[src/rtl/game_pkg.sv]
// Shared game types: player headings, FSM states, grid cells.
// Cell coordinates are wide signed values so a step off the grid stays visible.
package game_pkg;

  typedef enum logic [2:0] {
    WAIT,
    RIGHT,
    DOWN,
    LEFT,
    UP
  } directions;

  localparam int GRID_W_DEF = 64;
  localparam int GRID_H_DEF = 48;

  typedef enum logic [1:0] {
    IDLE,
    RUN,
    OVER
  } game_state_t;

  typedef struct packed {
    logic signed [15:0] x;
    logic signed [15:0] y;
  } cell_pos_t;

  function automatic cell_pos_t step_cell(
    cell_pos_t p,
    directions d
  );
    cell_pos_t n;
    n = p;
    case (d)
      RIGHT:   n.x = p.x + 16'sd1;
      LEFT:    n.x = p.x - 16'sd1;
      DOWN:    n.y = p.y + 16'sd1;
      UP:      n.y = p.y - 16'sd1;
      default: n = p;
    endcase
    return n;
  endfunction

endpackage

[src/rtl/player_position_ctrl_if.sv]
// Direction inputs and head position / crash status outputs.
// master drives headings and game_active; slave is the position controller.
interface player_position_ctrl_if #(
  parameter int XW = 6,
  parameter int YW = 6
);
  import game_pkg::*;

  logic          game_active;
  directions     direction_1;
  directions     direction_2;
  logic [XW-1:0] x1;
  logic [YW-1:0] y1;
  logic [XW-1:0] x2;
  logic [YW-1:0] y2;
  logic          move_strobe;
  logic          crash_1;
  logic          crash_2;
  logic          game_over;

  modport master (
    output game_active, direction_1, direction_2,
    input  x1, y1, x2, y2,
    input  move_strobe, crash_1, crash_2, game_over
  );

  modport slave (
    input  game_active, direction_1, direction_2,
    output x1, y1, x2, y2,
    output move_strobe, crash_1, crash_2, game_over
  );

endinterface

[src/rtl/move_tick_gen.sv]
// Move tick: one-cycle pulse every TICK_DIV cycles while enabled.
// Counter is held at zero whenever enable is low.
module move_tick_gen #(
  parameter int TICK_DIV = 1625000
) (
  input  logic clk,
  input  logic rst,
  input  logic enable,
  output logic tick
);

  localparam int CW = (TICK_DIV > 2) ? $clog2(TICK_DIV) : 1;
  localparam logic [CW-1:0] LAST = CW'(TICK_DIV - 1);

  logic [CW-1:0] cnt;

  assign tick = enable && (cnt == LAST);

  always_ff @(posedge clk or posedge rst) begin
    if (rst) begin
      cnt <= '0;
    end else if (!enable || tick) begin
      cnt <= '0;
    end else begin
      cnt <= cnt + CW'(1);
    end
  end

endmodule

[src/rtl/player_position_ctrl.sv]
// Two-player head stepper with wall / head-on / contact crash detection.
// Define PLAYER_POSITION_WRAP_EN to wrap at grid edges instead of crashing.
module player_position_ctrl
  import game_pkg::*;
#(
  parameter int GRID_W   = GRID_W_DEF,
  parameter int GRID_H   = GRID_H_DEF,
  parameter int TICK_DIV = 1625000,
  parameter int START_X1 = 16,
  parameter int START_Y1 = 24,
  parameter int START_X2 = 47,
  parameter int START_Y2 = 24
) (
  input  logic clk,
  input  logic rst,
  player_position_ctrl_if.slave bus
);

  localparam int XW = $clog2(GRID_W);
  localparam int YW = $clog2(GRID_H);
  localparam logic [XW-1:0] SX1 = XW'(START_X1);
  localparam logic [YW-1:0] SY1 = YW'(START_Y1);
  localparam logic [XW-1:0] SX2 = XW'(START_X2);
  localparam logic [YW-1:0] SY2 = YW'(START_Y2);

  game_state_t   state, state_n;
  logic [XW-1:0] x1_q, x1_n, x2_q, x2_n;
  logic [YW-1:0] y1_q, y1_n, y2_q, y2_n;
  logic          strobe_q, strobe_n;
  logic          c1_q, c1_n, c2_q, c2_n;
  logic          go_q, go_n;
  logic          tick, to_start;
  cell_pos_t     cur1, cur2, cand1, cand2;
  logic          mv1, mv2, wall1, wall2;
  logic          head, hit1, hit2, k1, k2;

`ifdef PLAYER_POSITION_WRAP_EN
  function automatic cell_pos_t fold(cell_pos_t p);
    cell_pos_t n;
    n = p;
    if (p.x < 16'sd0)               n.x = 16'(GRID_W - 1);
    else if (p.x >= 16'(GRID_W))    n.x = 16'sd0;
    if (p.y < 16'sd0)               n.y = 16'(GRID_H - 1);
    else if (p.y >= 16'(GRID_H))    n.y = 16'sd0;
    return n;
  endfunction

  function automatic logic off_grid(cell_pos_t p);
    return (p.x != p.x);
  endfunction
`else
  function automatic cell_pos_t fold(cell_pos_t p);
    return p;
  endfunction

  function automatic logic off_grid(cell_pos_t p);
    return (p.x < 16'sd0) || (p.x >= 16'(GRID_W)) ||
           (p.y < 16'sd0) || (p.y >= 16'(GRID_H));
  endfunction
`endif

  move_tick_gen #(
    .TICK_DIV(TICK_DIV)
  ) u_tick (
    .clk    (clk),
    .rst    (rst),
    .enable (state == RUN),
    .tick   (tick)
  );

  always_comb begin
    cur1  = '{x: 16'(x1_q), y: 16'(y1_q)};
    cur2  = '{x: 16'(x2_q), y: 16'(y2_q)};
    mv1   = bus.direction_1 != WAIT;
    mv2   = bus.direction_2 != WAIT;
    cand1 = fold(step_cell(cur1, bus.direction_1));
    cand2 = fold(step_cell(cur2, bus.direction_2));
    wall1 = mv1 && off_grid(cand1);
    wall2 = mv2 && off_grid(cand2);
    head  = mv1 && mv2 && (cand1 == cand2);
    // A stationary player is a solid obstacle for the mover
    hit1  = mv1 && !mv2 && (cand1 == cur2);
    hit2  = mv2 && !mv1 && (cand2 == cur1);
    k1    = wall1 || head || hit1;
    k2    = wall2 || head || hit2;
  end

  always_comb begin
    state_n  = state;
    x1_n     = x1_q;
    y1_n     = y1_q;
    x2_n     = x2_q;
    y2_n     = y2_q;
    strobe_n = 1'b0;
    c1_n     = c1_q;
    c2_n     = c2_q;
    go_n     = go_q;
    to_start = 1'b0;
    unique case (state)
      IDLE: begin
        to_start = 1'b1;
        if (bus.game_active) state_n = RUN;
      end
      RUN: begin
        if (!bus.game_active) begin
          state_n  = IDLE;
          to_start = 1'b1;
        end else if (tick) begin
          strobe_n = 1'b1;
          if (!k1) begin
            x1_n = cand1.x[XW-1:0];
            y1_n = cand1.y[YW-1:0];
          end
          if (!k2) begin
            x2_n = cand2.x[XW-1:0];
            y2_n = cand2.y[YW-1:0];
          end
          c1_n = k1;
          c2_n = k2;
          go_n = k1 || k2;
          if (k1 || k2) state_n = OVER;
        end
      end
      OVER: begin
        if (!bus.game_active) begin
          state_n  = IDLE;
          to_start = 1'b1;
        end
      end
      default: state_n = IDLE;
    endcase
    if (to_start) begin
      x1_n = SX1;
      y1_n = SY1;
      x2_n = SX2;
      y2_n = SY2;
      c1_n = 1'b0;
      c2_n = 1'b0;
      go_n = 1'b0;
    end
  end

  always_ff @(posedge clk or posedge rst) begin
    if (rst) begin
      state    <= IDLE;
      x1_q     <= SX1;
      y1_q     <= SY1;
      x2_q     <= SX2;
      y2_q     <= SY2;
      strobe_q <= 1'b0;
      c1_q     <= 1'b0;
      c2_q     <= 1'b0;
      go_q     <= 1'b0;
    end else begin
      state    <= state_n;
      x1_q     <= x1_n;
      y1_q     <= y1_n;
      x2_q     <= x2_n;
      y2_q     <= y2_n;
      strobe_q <= strobe_n;
      c1_q     <= c1_n;
      c2_q     <= c2_n;
      go_q     <= go_n;
    end
  end

  assign bus.x1          = x1_q;
  assign bus.y1          = y1_q;
  assign bus.x2          = x2_q;
  assign bus.y2          = y2_q;
  assign bus.move_strobe = strobe_q;
  assign bus.crash_1     = c1_q;
  assign bus.crash_2     = c2_q;
  assign bus.game_over   = go_q;

endmodule

[src/flat_wrapper.sv]
// flat-port wrapper written by rule: the top's interface ports become plain ports
module player_position_ctrl_flat import game_pkg::*;
#(
  parameter int GRID_W   = GRID_W_DEF,
  parameter int GRID_H   = GRID_H_DEF,
  parameter int TICK_DIV = 1625000,
  parameter int START_X1 = 16,
  parameter int START_Y1 = 24,
  parameter int START_X2 = 47,
  parameter int START_Y2 = 24
)
  (clk, rst, bus_game_active, bus_direction_1, bus_direction_2, bus_x1, bus_y1, bus_x2, bus_y2, bus_move_strobe, bus_crash_1, bus_crash_2, bus_game_over);
  player_position_ctrl_if bus_i ();
  input  logic clk;
  input  logic rst;
  input wire logic [$bits(bus_i.game_active)-1:0] bus_game_active;
  input wire logic [$bits(bus_i.direction_1)-1:0] bus_direction_1;
  input wire logic [$bits(bus_i.direction_2)-1:0] bus_direction_2;
  output wire logic [$bits(bus_i.x1)-1:0] bus_x1;
  output wire logic [$bits(bus_i.y1)-1:0] bus_y1;
  output wire logic [$bits(bus_i.x2)-1:0] bus_x2;
  output wire logic [$bits(bus_i.y2)-1:0] bus_y2;
  output wire logic [$bits(bus_i.move_strobe)-1:0] bus_move_strobe;
  output wire logic [$bits(bus_i.crash_1)-1:0] bus_crash_1;
  output wire logic [$bits(bus_i.crash_2)-1:0] bus_crash_2;
  output wire logic [$bits(bus_i.game_over)-1:0] bus_game_over;
  assign bus_i.game_active = bus_game_active;
  assign bus_i.direction_1 = bus_direction_1;
  assign bus_i.direction_2 = bus_direction_2;
  assign bus_x1 = bus_i.x1;
  assign bus_y1 = bus_i.y1;
  assign bus_x2 = bus_i.x2;
  assign bus_y2 = bus_i.y2;
  assign bus_move_strobe = bus_i.move_strobe;
  assign bus_crash_1 = bus_i.crash_1;
  assign bus_crash_2 = bus_i.crash_2;
  assign bus_game_over = bus_i.game_over;
  player_position_ctrl #(.GRID_W(GRID_W), .GRID_H(GRID_H), .TICK_DIV(TICK_DIV), .START_X1(START_X1), .START_Y1(START_Y1), .START_X2(START_X2), .START_Y2(START_Y2)) u_core (.clk(clk), .rst(rst), .bus(bus_i));
endmodule
[config.mk]
export PLATFORM = sky130hd
export DESIGN_NAME = player_position_ctrl_flat
export DESIGN_NICKNAME = d
export VERILOG_FILES = /design/src/rtl/game_pkg.sv /design/src/rtl/player_position_ctrl_if.sv /design/src/rtl/move_tick_gen.sv /design/src/rtl/player_position_ctrl.sv /design/src/flat_wrapper.sv
export SDC_FILE = /design/constraint.sdc
export NUM_CORES = 1
export LEC_CHECK = 0
export BUFFER_PORTS_ARGS = -buffer_cell sky130_fd_sc_hd__buf_4
export CAP_MARGIN = 20
export CORE_UTILIZATION = 55
export CTS_BUF_LIST = sky130_fd_sc_hd__clkbuf_4 sky130_fd_sc_hd__clkbuf_8
export CTS_CLUSTER_DIAMETER = 80
export DETAILED_ROUTE_END_ITERATION = 10
export GPL_TIMING_DRIVEN = 0
export PLACE_DENSITY = 0.77
export SETUP_SLACK_MARGIN = 0.02
export SLEW_MARGIN = 5
export SYNTH_ARGS = -nofsm -noshare
export SYNTH_HDL_FRONTEND = slang
export SYNTH_SLANG_ARGS = --single-unit
[constraint.sdc]
create_clock -name clk -period 2.8 [get_ports clk]
set_input_delay 0.28 -clock clk [delete_from_list [all_inputs] [get_ports clk]]
set_output_delay 0.28 -clock clk [all_outputs]
set_load 0.1 [all_outputs]
==> results.cfg, run 1 <==
[global_route]
grt_first_pass_wirelength_um = 25970
grt_overflow = 0
grt_max_degree = 38
track_usage = 0.3762
grt_pass1_vias = 4941
antenna_found_initial = 0

[timing]
fin_crit_sh = 1.117
tightestPinTransition_ns = 0.7633
fmax_ghz = 0.3196
fin_worst_skew_ns = 0.01620
setup_violations = 29
setup_ws_ns = -0.3287
slew_headroom = 0.4912
hold_violations = 0
rsz0062_at_grt = yes
fin_crit_ns = 3.129
drv_slew = 0

[synth]
synthCells = 593
synth.yosys.seq_area_share = 0.2640
synth_warnings = 0
yosys-top-cells-area = dfrtp_1 21%, xnor2_1 5.6%, dfstp_2 5.4%
synth-seq-cells = 51
ys.flop_type = dfrtp_1
synth_edf_count = 0
synth_area_leader_cell = dfrtp_1
synth_cell_types = 85
netlist.area_leader.share = 0.2101
synthesis.area_sq_um = 4882
avgSynthCellArea_sq_um = 8.233
synth_fp_nets = 615
ys_async_sr_fraction = 1.000

[floorplanning]
core-area_sq_um = 8636
die_area_sq_um = 9257
row_count = 34
start_util = 0.5653
io_pins = 37
die_y_um = 96.22
die_x_um = 96.22

[layout]
synthToLayoutAreaGrowth_pct = 36.83
fill_cells = 595
layout-drive-gt1-share = 0.3746
fin_util = 0.7735
antenna_cells = 0
layout_common_cells = 80 x buf_4, 65 x nor2_1, 41 x nand2_1
final_nets = 707
layout_commonest_cell = buf_4

[place]
io_buffer_count = 33
dp_hpwl_um = 11590
gp_congestion = 0.9399

[job]
maxCapViolCount = 0

[worst_setup_path]
start_kind = flip-flop
critPathMaxFanout = 5
path_class = flip-flop to flip-flop
critPathArrivalTime_ns = 3.35
cp-end-kind = flip-flop
required_ns = 3.02

[pwr]
p_leak_nw = 2.621
irDropWorstVdd_v = 0.0008015
power.total_mw = 6.423
power_density_nw_per_um2 = 961.5

[route]
drc_errors = 0
wl_um = 18450
via_per_inst = 6.913
vias = 5489
postRouteAntennaNets = 0
drt_iter0_drc = 620
drt_first_pass_iters = 5
avgRoutedWirePerCell_um = 23.24

[min_path]
min_path_type = input port to flip-flop

[clock_network]
numCtsBuffers = 5
cts_tree = built
insertion_delay_ns = 0.33
cts_root_buffer = clkbuf_8
cts_sinks = 51
clockBufferDepth = 2
clk_pin_slew_ns = 0.11
h-tree-depth = 2

[status]
violations = negative setup slack
run_status = finished with violations
where the power goes:
part           total (mW)  leakage (nW)  switching, mW  internal, mW
clock network       0.591        0.0618          0.296         0.295
registers            1.18         0.653          0.253         0.926
logic                4.65          1.91           3.11          1.54
total                6.42          2.62           3.66          2.76
Yosys cell counts, drive strengths merged (8+ instances only):
| cell | n |
|---|---|
| nor2 | 69 |
| dfstp | 10 |
| dfrtp | 41 |
| a21o | 8 |
| nand2 | 42 |
| nor4b | 9 |
| nand3 | 22 |
| o211ai | 13 |
| or3 | 18 |
| a21oi | 17 |
| nand2b | 9 |
| nor3 | 20 |
| xor2 | 17 |
| nor4 | 12 |
| xnor2 | 31 |
| ha | 13 |
| and3 | 10 |
| nand4 | 16 |
| clkbuf | 19 |
| o21ai | 21 |
| buf | 28 |
| inv | 23 |
critical path, stage by stage, from the launching register on:
cell     delay (ns)
dfstp_4        0.66
buf_6          0.12
inv_4          0.04
ha_4           0.28
xor2_4         0.24
xnor2_2        0.12
a221o_1        0.32
nor4b_2        0.27
and4_4         0.28
or2_1          0.13
buf_6          0.15
o41ai_4        0.08
mux2_4         0.32
cell families (layout without fill, tap and decap cells):
kind of cell,Yosys count,after routing,synth area share
AND/OR/NAND/NOR,278,278,0.3221
AO/OA/AOI/OAI,122,122,0.1996
buffers and inverters,70,163,0.06663
flip-flops,51,51,0.2640
XOR/XNOR,50,50,0.09533
adder cells (fa/ha/maj),13,13,0.03332
multiplexers,9,9,0.01896
final timing paths:
path,from,end,slack [ns],depth (start not counted)
max,u_core.bus.x2[1],u_core.state[0],-0.33,12
min,bus_game_active,u_core.bus.move_strobe,0.37,3
max reg2reg,u_core.bus.x2[1],u_core.state[0],-0.33,12
min reg2reg,u_core.u_tick.cnt[0],u_core.u_tick.cnt[0],0.50,1
max in group asynchronous,rst,u_core.bus.x2[5],1.67,4
min in group asynchronous,rst,u_core.bus.y1[5],0.51,3
per-layer routing:
| metal | global-route usage | share of wire |
|---|---|---|
| met1 | 0.4619 | 0.37 |
| met2 | 0.6235 | 0.46 |
| met3 | 0.08215 | 0.10 |
| met4 | 0.1791 | 0.068 |
| met5 | 0 | 0 |
registers in the layout, indices dropped and copies added (netlist names):
signal and flops:
u_core.state 2, u_core.bus.crash_1 1, u_core.bus.y1 6, u_core.bus.move_strobe 1, u_core.bus.game_over 1, u_core.bus.x1 6
u_core.bus.y2 6, u_core.bus.x2 6, u_core.bus.crash_2 1, u_core.u_tick.cnt 21
metrics by stage:
step                      TNS [ns]  std cells  hold WS [ns]  worst slack, ns  instance area [sq um]
after floorplan             -9.284        593        0.4549          -0.4132                   5002
after global placement      -20.79        734        0.4651          -0.9046                   5385
after detailed placement    -18.27        736        0.2989          -0.8438                   5413
after CTS                   -4.020        782        0.3842          -0.2249                   6311
after global routing        -9.625        794        0.3905          -0.4032                   6680
final                       -7.795        794        0.3733          -0.3287                   6680
area by class of cell:
class	instances	area [sq um]	share of cell area
timing repair buffer	92	845.8	0.1266
multi-input combinational	472	3857	0.5774
clock inverter	2	38.79	0.005806
clock buffer	6	82.58	0.01236
tap	108	135.1	0.02023
sequential	51	1309	0.1959
buffer	40	317.8	0.04757
inverter	23	93.84	0.01405
what timing repair did:
| item | 4_1_cts | 5_1_grt |
|---|---|---|
| pin swaps | 33 | 26 |
| endpoints found under the hold margin | 10 | 0 |
| buffers inserted | 39 | 13 |
| gates resized for setup | 86 | 48 |
| setup endpoints to repair | 29 | 29 |
| hold buffers | 1 | 0 |
| gates cloned | 3 | 2 |
(Power assumes the default switching activity.)
==> run 2: changes to the inputs <==
--- a/config.mk
+++ b/config.mk
@@ -12,7 +12,7 @@
 export CTS_CLUSTER_DIAMETER = 80
 export DETAILED_ROUTE_END_ITERATION = 10
 export GPL_TIMING_DRIVEN = 0
-export PLACE_DENSITY = 0.77
+export PLACE_DENSITY = 0.74
 export SETUP_SLACK_MARGIN = 0.02
 export SLEW_MARGIN = 5
 export SYNTH_ARGS = -nofsm -noshare
==> constraint.sdc (replaced) <==
create_clock -name clk -period 3.8 [get_ports clk]
set_input_delay 0.38 -clock clk [delete_from_list [all_inputs] [get_ports clk]]
set_output_delay 0.38 -clock clk [all_outputs]
set_load 0.1 [all_outputs]
==> results.cfg, run 2 (synthesis gave the netlist of run 1 again) <==
[status]
run_status = finished, final reports clean

[worst_setup_path]
path_class = flip-flop to flip-flop
crit_path_frequent_cell = clkbuf_1
cp-end-kind = flip-flop
required_ns = 4.05
cpMaxStageDelayCell = clkbuf_1
max_stage_delay_ns = 0.64
critical-path-top-delay-family = buffers and inverters
cp_cell_sequence = inv_1 -> ha_1 -> a21o_1 -> nor2b_1 -> clkbuf_1 -> o221ai_1 -> nor2_1 -> clkbuf_1 -> nand2_1 -> nor4b_1 -> a211oi_2
critPathMaxFanout = 10
critPathArrivalTime_ns = 3.78
critPathBufInv = 3
start_kind = flip-flop

[timing]
setup_violations = 0
holdWs_ns = 0.0002285
rsz0062_at_grt = no
tightestPinTransition_ns = 0.8416
slew_headroom = 0.4389
fmax_ghz = 0.2831
fin_crit_sh = 0.9294
fin_worst_skew_ns = 0.004248
fin_crit_ns = 3.532
drv_slew = 0
hold_violations = 0
setup_ws_ns = 0.2681

[layout]
largest_reg_flops = 21
synthToLayoutAreaGrowth_pct = 10.87
final_area_sq_um = 5413
layout_commonest_cell = nor2_1
layout_common_cells = 68 x nor2_1, 42 x nand2_1, 40 x dfrtp_1
antenna_cells = 0
final_nets = 659
layout-drive-gt1-share = 0.1787
fill_cells = 807
final_cells = 746
top_register = u_core.u_tick.cnt

[global_route]
grt_overflow = 0
track_usage = 0.3435
grt_max_degree = 40
grt_pass1_vias = 4670
antenna_found_initial = 0
grt_first_pass_wirelength_um = 23780

[floorplanning]
io_pins = 37
die_x_um = 96.22
die_area_sq_um = 9257
start_util = 0.5653
row_count = 34
die_y_um = 96.22
core-area_sq_um = 8636

[place]
place_area_sq_um = 5286
place_inst = 735
dp_hpwl_um = 11510
io_buffer_count = 33
gp_congestion = 0.9364
dp_slack_ns = -0.1366

[pwr]
combinationalPowerShare = 0.706
seqPwrFrac = 0.204
clkPwrFrac = 0.090
power_density_nw_per_um2 = 730.3
switchingPower_mw = 2.362
power.total_mw = 3.953
p_leak_nw = 2.160
irDropWorstVdd_v = 0.0006949
intPower_mw = 1.591
swShare = 0.5975

[clock_network]
cts_root_buffer = clkbuf_8
insertion_delay_ns = 0.32
numCtsBuffers = 5
clk_pin_slew_ns = 0.11
cts_tree = built
cts_sinks = 51
h-tree-depth = 2
clockBufferDepth = 2

[route]
wl_um = 15510
drc_errors = 0
drt_iter0_drc = 407
via_per_inst = 6.655
drt_first_pass_iters = 5
avgRoutedWirePerCell_um = 20.79
postRouteAntennaNets = 0
vias = 4965

[min_path]
min_path_type = input port to async pin

[job]
maxCapViolCount = 0
-- run 2: power by group through the flow --
stage               Sequential [mW]  Clock, mW  Combinational (mW)
floorplan                      1.38          0                1.43
global placement              0.802          0                2.69
detailed placement            0.806          0                2.72
CTS                           0.796      0.360                2.73
global route                  0.820      0.379                2.95
finish                        0.805      0.358                2.79
-- run 2: what timing repair did --
item | 4_1_cts | 5_1_grt
pin swaps | 1 | 0
setup endpoints to repair | 10 | 27
buffers inserted | 3 | 0
hold buffers | 0 | 0
gates resized for setup | 0 | 2
endpoints found under the hold margin | 0 | 0
-- run 2: per-layer routing --
metal  vias to the layer above  share of wire  global-route usage
met5                         -              0                   0
met4                         0          0.038              0.1455
met3                        51          0.095             0.08452
met2                       257           0.46              0.5603
met1                      2369           0.40              0.4305
li1                       2288              -                   -
-- run 2: worst paths after layout --
path,startpoint,depth (start not counted),slack [ns],end
max,u_core.state[0],11,0.27,u_core.bus.x2[5]
min,rst,2,0.0002,u_core.bus.crash_1
max reg2reg,u_core.state[0],11,0.27,u_core.bus.x2[5]
min reg2reg,u_core.u_tick.cnt[0],1,0.50,u_core.u_tick.cnt[0]
max in group asynchronous,rst,3,3.23,u_core.bus.y2[3]
min in group clk,bus_game_active,3,0.44,u_core.bus.move_strobe
-- run 2: cell type report --
class / instances / area (sq um) / share of cell area
Multi-Input combinational cell: 472 / 3269 / 0.6040
Sequential cell: 51 / 1290 / 0.2383
Timing Repair Buffer: 38 / 297.8 / 0.05502
Buffer: 46 / 237.7 / 0.04392
Tap cell: 108 / 135.1 / 0.02497
Inverter: 23 / 86.33 / 0.01595
Clock buffer: 5 / 68.82 / 0.01271
Clock inverter: 3 / 27.53 / 0.005086
-- run 2: metrics by stage --
| stage | utilization | setup TNS [ns] |
|---|---|---|
| floorplan | - | 0 |
| CTS | 0.6259 | 0 |
| global route | 0.6268 | 0 |
| global placement | 0.6098 | -0.9188 |
| finish | 0.6268 | 0 |
| detailed placement | 0.6121 | -0.9759 |
